==> config.mk <==
export PLATFORM = sky130hd
export DESIGN_NAME = iq_stream_packer_flat
export DESIGN_NICKNAME = d
export VERILOG_FILES = /design/src/rtl/iq_stream_packer_if.sv /design/src/rtl/iq_stream_packer.sv /design/src/flat_wrapper.sv
export SDC_FILE = /design/constraint.sdc
export NUM_CORES = 1
export LEC_CHECK = 0
export BUFFER_PORTS_ARGS = -buffer_cell sky130_fd_sc_hd__buf_2
export CELL_PAD_IN_SITES_DETAIL_PLACEMENT = 1
export CELL_PAD_IN_SITES_GLOBAL_PLACEMENT = 1
export CORE_MARGIN = 2
export CORE_UTILIZATION = 56
export DETAILED_ROUTE_END_ITERATION = 6
export PLACE_DENSITY_LB_ADDON = 0.1
export SETUP_SLACK_MARGIN = 0.5
export SLEW_MARGIN = 10
export SYNTH_ARGS = -nofsm -noshare
export SYNTH_HDL_FRONTEND = slang
export SYNTH_SLANG_ARGS = --single-unit
==> constraint.sdc <==
create_clock -name clk -period 7.14 [get_ports clk]
set_input_delay 0.714 -clock clk [delete_from_list [all_inputs] [get_ports clk]]
set_output_delay 0.714 -clock clk [all_outputs]
set_load 0.02 [all_outputs]
==> src/rtl/iq_stream_packer_if.sv <==
// Bundle for the I/Q pair input side and the interleaved word output side of iq_stream_packer.
// The master modport is the environment view (source + sink); slave is the packer itself.
interface iq_stream_packer_if #(
  parameter int DATA_W     = 16,
  parameter int FIFO_DEPTH = 8
);
  localparam int LVL_W = $clog2(FIFO_DEPTH) + 1;

  logic              enable;
  logic [DATA_W-1:0] i_in;
  logic [DATA_W-1:0] q_in;
  logic              in_valid;
  logic              in_ready;
  logic [DATA_W-1:0] word_out;
  logic              word_is_q;
  logic              word_valid;
  logic              word_ready;
  logic [LVL_W-1:0]  fifo_level;
  logic              overflow;
  logic [15:0]       drop_count;

  modport master (
    output enable, i_in, q_in, in_valid, word_ready,
    input  in_ready, word_out, word_is_q, word_valid, fifo_level, overflow, drop_count
  );

  modport slave (
    input  enable, i_in, q_in, in_valid, word_ready,
    output in_ready, word_out, word_is_q, word_valid, fifo_level, overflow, drop_count
  );
endinterface

==> src/rtl/iq_stream_packer.sv <==
// Buffers parallel I/Q pairs in a small FIFO and serialises them as I-then-Q words,
// optionally byte-swapped to little-endian host order.
module iq_stream_packer #(
  parameter int DATA_W     = 16,
  parameter int FIFO_DEPTH = 8,
  parameter int SWAP_BYTES = 1
) (
  input  logic                   clk,
  input  logic                   reset_n,
  iq_stream_packer_if.slave      bus,
  output logic [1:0]             o_dbg_state
);
  // Handshakes: a transfer happens on a rising edge where valid && ready; valid never
  // waits on ready, and in_ready depends only on enable and registered occupancy.

  localparam int AW = (FIFO_DEPTH > 1) ? $clog2(FIFO_DEPTH) : 1;
  localparam int LW = $clog2(FIFO_DEPTH) + 1;

  typedef enum logic [1:0] {
    S_EMPTY  = 2'd0,
    S_SEND_I = 2'd1,
    S_SEND_Q = 2'd2
  } state_t;

  state_t            r_state;
  state_t            w_next_state;

  logic [DATA_W-1:0] r_mem_i [FIFO_DEPTH];
  logic [DATA_W-1:0] r_mem_q [FIFO_DEPTH];
  logic [AW-1:0]     r_wr_ptr;
  logic [AW-1:0]     r_rd_ptr;
  logic [LW-1:0]     r_level;
  logic [DATA_W-1:0] r_word;
  logic [DATA_W-1:0] r_q_hold;
  logic              r_overflow;
  logic [15:0]       r_drop_count;

  logic              w_full;
  logic              w_empty;
  logic              w_in_ready;
  logic              w_push;
  logic              w_reject;
  logic              w_pop;
  logic              w_load_q;
  logic [DATA_W-1:0] w_head_i;
  logic [DATA_W-1:0] w_head_i_sw;
  logic [DATA_W-1:0] w_hold_q_sw;

  assign w_full     = (r_level == LW'(FIFO_DEPTH));
  assign w_empty    = (r_level == '0);
  assign w_in_ready = bus.enable && !w_full;
  assign w_push     = bus.in_valid && w_in_ready;
  assign w_reject   = bus.in_valid && bus.enable && !w_in_ready;
  assign w_head_i   = r_mem_i[r_rd_ptr];

  // The swapped form assumes 16-bit components; pass-through works for any width.
  generate
    if (SWAP_BYTES != 0) begin : g_swap
      assign w_head_i_sw = {w_head_i[7:0], w_head_i[DATA_W-1:8]};
      assign w_hold_q_sw = {r_q_hold[7:0], r_q_hold[DATA_W-1:8]};
    end else begin : g_pass
      assign w_head_i_sw = w_head_i;
      assign w_hold_q_sw = r_q_hold;
    end
  endgenerate

  always_ff @(posedge clk or negedge reset_n) begin
    if (!reset_n) r_state <= S_EMPTY;
    else          r_state <= w_next_state;
  end

  always_comb begin
    w_next_state = r_state;
    case (r_state)
      S_EMPTY:  if (!w_empty)       w_next_state = S_SEND_I;
      S_SEND_I: if (bus.word_ready) w_next_state = S_SEND_Q;
      S_SEND_Q: if (bus.word_ready) w_next_state = w_empty ? S_EMPTY : S_SEND_I;
      default:                      w_next_state = S_EMPTY;
    endcase
  end

  always_comb begin
    w_pop    = 1'b0;
    w_load_q = 1'b0;
    case (r_state)
      S_EMPTY:  w_pop    = !w_empty;
      S_SEND_I: w_load_q = bus.word_ready;
      S_SEND_Q: w_pop    = bus.word_ready && !w_empty;
      default:  w_pop    = 1'b0;
    endcase
  end

  always_ff @(posedge clk) begin
    if (w_push) begin
      r_mem_i[r_wr_ptr] <= bus.i_in;
      r_mem_q[r_wr_ptr] <= bus.q_in;
    end
  end

  always_ff @(posedge clk or negedge reset_n) begin
    if (!reset_n) begin
      r_wr_ptr <= '0;
      r_rd_ptr <= '0;
      r_level  <= '0;
    end else begin
      if (w_push) r_wr_ptr <= r_wr_ptr + AW'(1);
      if (w_pop)  r_rd_ptr <= r_rd_ptr + AW'(1);
      case ({w_push, w_pop})
        2'b10:   r_level <= r_level + LW'(1);
        2'b01:   r_level <= r_level - LW'(1);
        default: r_level <= r_level;
      endcase
    end
  end

  // Q is held raw alongside the emitted I so the pair leaves the FIFO in one pop.
  always_ff @(posedge clk or negedge reset_n) begin
    if (!reset_n) begin
      r_word   <= '0;
      r_q_hold <= '0;
    end else if (w_pop) begin
      r_word   <= w_head_i_sw;
      r_q_hold <= r_mem_q[r_rd_ptr];
    end else if (w_load_q) begin
      r_word   <= w_hold_q_sw;
    end
  end

  always_ff @(posedge clk or negedge reset_n) begin
    if (!reset_n) begin
      r_overflow   <= 1'b0;
      r_drop_count <= '0;
    end else if (w_reject) begin
      r_overflow <= 1'b1;
      if (r_drop_count != 16'hFFFF) r_drop_count <= r_drop_count + 16'd1;
    end
  end

  assign bus.in_ready   = w_in_ready;
  assign bus.word_out   = r_word;
  assign bus.word_is_q  = (r_state == S_SEND_Q);
  assign bus.word_valid = (r_state != S_EMPTY);
  assign bus.fifo_level = r_level;
  assign bus.overflow   = r_overflow;
  assign bus.drop_count = r_drop_count;
  assign o_dbg_state    = r_state;
endmodule

==> src/flat_wrapper.sv <==
// flat-port wrapper written by rule: the top's interface ports become plain ports
module iq_stream_packer_flat 
#(
  parameter int DATA_W     = 16,
  parameter int FIFO_DEPTH = 8,
  parameter int SWAP_BYTES = 1
)
  (clk, reset_n, o_dbg_state, bus_enable, bus_i_in, bus_q_in, bus_in_valid, bus_word_ready, bus_in_ready, bus_word_out, bus_word_is_q, bus_word_valid, bus_fifo_level, bus_overflow, bus_drop_count);
  iq_stream_packer_if #(.DATA_W(DATA_W), .FIFO_DEPTH(FIFO_DEPTH)) bus_i ();
  input  logic clk;
  input  logic reset_n;
  output logic [1:0] o_dbg_state;
  input wire logic [$bits(bus_i.enable)-1:0] bus_enable;
  input wire logic [$bits(bus_i.i_in)-1:0] bus_i_in;
  input wire logic [$bits(bus_i.q_in)-1:0] bus_q_in;
  input wire logic [$bits(bus_i.in_valid)-1:0] bus_in_valid;
  input wire logic [$bits(bus_i.word_ready)-1:0] bus_word_ready;
  output wire logic [$bits(bus_i.in_ready)-1:0] bus_in_ready;
  output wire logic [$bits(bus_i.word_out)-1:0] bus_word_out;
  output wire logic [$bits(bus_i.word_is_q)-1:0] bus_word_is_q;
  output wire logic [$bits(bus_i.word_valid)-1:0] bus_word_valid;
  output wire logic [$bits(bus_i.fifo_level)-1:0] bus_fifo_level;
  output wire logic [$bits(bus_i.overflow)-1:0] bus_overflow;
  output wire logic [$bits(bus_i.drop_count)-1:0] bus_drop_count;
  assign bus_i.enable = bus_enable;
  assign bus_i.i_in = bus_i_in;
  assign bus_i.q_in = bus_q_in;
  assign bus_i.in_valid = bus_in_valid;
  assign bus_i.word_ready = bus_word_ready;
  assign bus_in_ready = bus_i.in_ready;
  assign bus_word_out = bus_i.word_out;
  assign bus_word_is_q = bus_i.word_is_q;
  assign bus_word_valid = bus_i.word_valid;
  assign bus_fifo_level = bus_i.fifo_level;
  assign bus_overflow = bus_i.overflow;
  assign bus_drop_count = bus_i.drop_count;
  iq_stream_packer #(.DATA_W(DATA_W), .FIFO_DEPTH(FIFO_DEPTH), .SWAP_BYTES(SWAP_BYTES)) u_core (.clk(clk), .reset_n(reset_n), .bus(bus_i), .o_dbg_state(o_dbg_state));
endmodule
---- Word level (Yosys, flattened, before mapping) ----
Memory sizes are Yosys's and may differ from the RTL's. A register that Yosys moved wholly into a read port is not among the register bits.
Cells that the tools add are included.
cells by class
  mux-type cells .......................... 12
  reductions and logical operators ........ 16
  equality and inequality tests ........... 9
  add/subtract/negate cells ............... 5
operators by type and width
  cell                     count
  $mux W16                 2
  $add A16 B1 Y16 const B  1
  $ne A16 B16 Y1 const B   1
  $pmux W4 S2              1
  $add A3 B1 Y3 const B    2
  $mux W2                  3
  $ne A2 B2 Y1 const B     3
  $pmux W2 S3              1
  $reduce_bool A2 Y1       3
  $logic_and A1 B1 Y1      5
  $add A4 B1 Y4 const B    1
  $eq A2 B1 Y1 const B     2
  $eq A2 B2 Y1 const B     2
  $eq A4 B4 Y1 const B     1
  $logic_not A1 Y1         4
  $logic_not A4 Y1         1
  $mux W1                  4
  $sub A4 B1 Y4 const B    1
  $reduce_and A3 Y1        1
  $logic_not A2 Y1         1
  $pmux W1 S2              1
  $reduce_and A2 Y1        1
storage, ports and cells
  input port bits ......................... 37
  logic and storage cells ................. 51
  memories ................................ 2
  register bits ........................... 45
  memory bits (writable) .................. 256
  output and inout port bits .............. 42
memory list
  memory          words  bits a word  read ports  clocked after memory_dff  wr ports  RTL line                text
  u_core.r_mem_i  8      16           1           0                         1         iq_stream_packer.sv:28  logic [DATA_W-1:0] r_mem_i [FIFO_DEPTH];
  u_core.r_mem_q  8      16           1           1                         1         iq_stream_packer.sv:29  logic [DATA_W-1:0] r_mem_q [FIFO_DEPTH];

---- Logic depth before layout (Yosys ltp) ----
  word-level depth ........................ 6
  gate-level depth with buffers ........... 11
  depth with buffers taken out ............ 10

---- Worst setup path before layout ----
No wires, ideal clock.
  path kind ............................... register to register
  start point ............................. reg u_core.r_level[0], in the netlist u_core.bus.fifo_level[0]
  end point ............................... mem u_core.r_mem_i[0][0] (enable)
  path slack .............................. 3.139 ns
  clock period less this slack ............ 4.001 ns
  data required time ...................... 6.679 ns
  buffers on the path ..................... 1
  arrival time ............................ 3.540 ns
  stages on the path, launching flop included .. 6
  setup time .............................. 0.461 ns
  cells stage by stage .................... dfrtp_1 -> or4b_1 -> buf_6 -> nor2b_1 -> nand2b_1 -> nor3_1
between the ends
  word-level cells in the longest chain between the ends .. 6
RTL lines
  element                        RTL line                 text
  start: declaration             iq_stream_packer.sv:32   logic [LW-1:0] r_level;
  start signal: assignment       iq_stream_packer.sv:109  2'b10: r_level <= r_level + LW'(1);
  start signal: assignment       iq_stream_packer.sv:110  2'b01: r_level <= r_level - LW'(1);
  start signal: assignment       iq_stream_packer.sv:111  default: r_level <= r_level;
  $eq A4 B4 Y1                   iq_stream_packer.sv:49   assign w_full = (r_level == LW'(FIFO_DEPTH));
  $logic_not A1 Y1               iq_stream_packer.sv:51   assign w_in_ready = bus.enable && !w_full;
  $logic_and A1 B1 Y1            iq_stream_packer.sv:51
  $logic_and A1 B1 Y1            iq_stream_packer.sv:52   assign w_push = bus.in_valid && w_in_ready;
  $mux W1                        iq_stream_packer.sv:94   if (w_push) begin
  $mux W1 (not written as such)  iq_stream_packer.sv:95   r_mem_i[r_wr_ptr] <= bus.i_in;
  end: declaration               iq_stream_packer.sv:28
Every way passes these cells.

---- Final worst setup path ----
  start point ............................. reg u_core.r_level[1], in the netlist u_core.bus.fifo_level[1]
  end point ............................... reg u_core.r_level[3], in the netlist u_core.bus.fifo_level[3]
between the ends
  word-level cells in the longest chain between the ends .. 6
  elaborated cells between the ends (all ways) .. 14
  classes of those cells .................. 2 x add/sub; 3 x eq/ne; 2 x mux; 7 x reduce/logical
RTL lines
  element                                                    RTL line                                        text
  $logic_not A4 Y1 / $eq A4 B4 Y1 (equally long branches)    iq_stream_packer.sv:50, iq_stream_packer.sv:49
  $logic_not A1 Y1 (on tied branches)                        n/a
  $logic_and A1 B1 Y1 (on tied branches)                     iq_stream_packer.sv:88, iq_stream_packer.sv:51
  $pmux W1 S2 / $logic_and A1 B1 Y1 (equally long branches)  iq_stream_packer.sv:85, iq_stream_packer.sv:52
  $eq A2 B1 Y1 / $eq A2 B2 Y1 (equally long branches)        iq_stream_packer.sv:108                         case ({w_push, w_pop})
  $pmux W4 S2 / $reduce_bool A2 Y1 (equally long branches)   n/a
Parallel ways exist; a longest one is shown, timed or not.
A chain may end at the register's enable or synchronous reset.

==> flow_summary.ini <==
[clock_tree]
cts_buffers = 31
cts_buffer_depth = 3
hold_buffers = 0
clk_pin_slew_ns = 0.06
cts_setup_buffers = 0
clk_latency_ns = 0.56
cts_tree = yes
clock-sinks = 317
cts_root_buffer = clkbuf_16
ctsResizeCount = 0
htreeDepth = 1

[outcome]
status = finished, final reports clean

[grt]
grt_pass1_vias = 6941
grt_pass1_wl_mm = 41.6
grt_use_total = 0.236
grt-ovfl-total = 0
antenna_found_initial = 1
grt_max_degree = 62

[place]
numPortBuffers = 78
dp_cells = 967
dp_hpwl_mm = 15.3
gp_congestion = 0.763

[floorplan]
die_y_um = 152
die-area_um2 = 23200
start_util = 0.568
fp-row-count = 54
core-area_um2 = 21700
die_w_um = 152
io_pins = 79

[power]
power_density_nw_per_um2 = 392
power_uw = 5530
vdd_drop_max_mv = 0.313
p_leak_uw = 0.00495

[synth]
ys_warn_count = 0
synth_edf_count = 256
avgSynthCellArea_um2 = 19.7
ys.flop_type = edfxtp_1
synth-seq-cells = 317
synth.distinct_cells = 50
synth_fp_nets = 670
async_reset_ff_frac = 0.192
synthesis.area_um2 = 12300
synthTopCellsByArea = edfxtp_1, dfrtp_1, mux4_2
synthCells = 627
synth_common_cells = edfxtp_1, mux4_2, dfrtp_1
yosysTopAreaCell = edfxtp_1
synth.most_common_cell = edfxtp_1
synth_top_cell_area_share = 0.624
ys_seq_area_frac = 0.748

[worst_setup_path]
critPathLaunchType = flip-flop
crit_path_end_kind = flip-flop
r2r_cells = 9
critPathKind = reg2reg
path_max_fanout = 52
crit_arrival_ns = 3.67
cp.required_ns = 7.57
cp-endpoint = u_core.bus.fifo_level[3]
startpoint = u_core.bus.fifo_level[1]
worst-r2r-setup-slack_ns = 3.90
r2r-end = u_core.bus.fifo_level[3]
r2r_start = u_core.bus.fifo_level[1]

[route]
drt-initial-drc-count = 377
dr.pass1.iters = 4
via_per_inst = 6.08
drtAntennaViolNets = 0
drt_wl_total_mm = 26.4
drc = 0
post_drt_wl_per_cell_um = 25.8
num_vias = 6241

[timing]
clock.fmax_mhz = 309
min_period_ns = 3.24
final.period_utilization = 0.454
hold_ws_ns = 0.330
slew_headroom = 0.198
drv_slew = 0
worst_pin_slew_ns = 1.20
finClkSkew_ns = 0.0172
finalHoldViolations = 0
setup_viol = 0
setup_tns_ns = 0
rsz0062_at_grt = no

[final_layout]
final_nets = 764
fillers = 1808
finalNonFillerCells = 1026
final_layout_size_suffix_gt1_frac = 0.293
area_growth_pct = 14.4
post-route-util = 0.650

[run]
cap_violations = 0

[min_path]
worst_hold_path_type = in2async
worst min path at each step:
stage / from / endpoint / slack [ns] / depth (start not counted)
2_1_floorplan: reset_n / u_core.bus.drop_count[0] / 0.42 / 0
3_5_place_dp: u_core.bus.overflow / u_core.bus.overflow / 0.45 / 1
3_3_place_gp: u_core.bus.overflow / u_core.bus.overflow / 0.45 / 1
4_1_cts: reset_n / u_core.bus.drop_count[8] / 0.37 / 2
5_1_grt: reset_n / u_core.bus.drop_count[8] / 0.39 / 2
6_report: reset_n / u_core.bus.overflow / 0.33 / 2
registers in the layout (all words and copies together), names as in the netlist, 2 cells and up:
register,flops
u_core.r_mem_q,128
u_core.bus.fifo_level,4
u_core.bus.word_out,16
u_core.bus.drop_count,16
u_core.r_rd_ptr,3
u_core.o_dbg_state,2
u_core.r_q_hold,16
u_core.r_mem_i,128
u_core.r_wr_ptr,3
report_power, final:
group / leakage, uW / total, uW / internal, uW / switching [uW]
Sequential: 0.00308 / 2480 / 2260 / 218
Combinational: 0.00139 / 1450 / 657 / 793
Clock: 0.000486 / 1600 / 944 / 657
layout make-up:
class	instances	area, um2	area share
inverters	3	11.3	0.000799
clock buffers	45	868	0.0616
multi-input cells	278	3020	0.214
diodes	1	2.50	0.000177
flip-flops and latches	317	9220	0.654
repair buffers	90	500	0.0355
clock inverters	12	128	0.00905
well taps	280	350	0.0248
per-stage QoR:
stage | cell area, um2 | worst slack (ns)
final | 14100 | 3.90
after global routing | 14100 | 3.75
after CTS | 14100 | 3.93
after detailed placement | 13100 | 3.94
after global placement | 13100 | 4.06
after floorplan | 12300 | 3.14
cells in the final DEF, fill, tap and decap left out, types with 2 or more instances in the layout:
cell,netlist,layout
a21oi_1,3,3
a221o_1,16,16
a31oi_1,4,4
and2_1,18,18
buf_2,9,78
buf_4,0,11
bufinv_16,0,3
clkbuf_1,14,10
clkbuf_16,0,31
clkbuf_8,0,4
clkinv_1,0,6
clkinv_2,0,3
dfrtp_1,61,59
edfxtp_1,256,256
ha_1,6,6
inv_1,2,2
mux2_1,3,3
mux2_2,3,3
mux2i_1,16,16
mux4_2,64,64
nand2_1,32,32
nand2b_1,6,6
nand3_1,23,23
nand4_1,6,6
nor2_1,12,5
nor2_4,0,6
nor2b_1,3,3
nor3_1,5,3
nor3_2,0,2
nor4_1,2,2
nor4_4,2,2
o211ai_1,16,16
xnor2_1,9,9
xor2_1,8,8
worst max-delay path: stages (launching register included):
cell and delay (ns):
dfrtp_1 0.47, or4_4 0.59, nand3_2 0.09, buf_4 0.46, inv_2 0.13, ha_1 0.27, nand3b_1 0.20, a2111oi_0 0.59
nor3_1 0.17, xnor2_1 0.15
per-layer routing:
metal,vias to the layer above,wire length (um),part of all wire,track usage
li1,2730,-,-,-
met1,3320,10700,0.40,0.312
met2,153,14000,0.53,0.412
met3,38,1220,0.046,0.0370
met4,0,560,0.021,0.0694
met5,-,0,0,0
cells by family (layout without fill, tap and decap cells):
logic type      Yosys count  count (layout)  share of synthesized area
mux                      86              86                      0.135
other cells               0               1                          0
xor+xnor                 17              17                     0.0121
flops                   317             317                      0.748
buf+inv                  32             150                     0.0119
fa+ha+maj                 6               6                    0.00609
simple gates            124             124                     0.0567
compound gates           45              45                     0.0303
(Power assumes the default switching activity.)
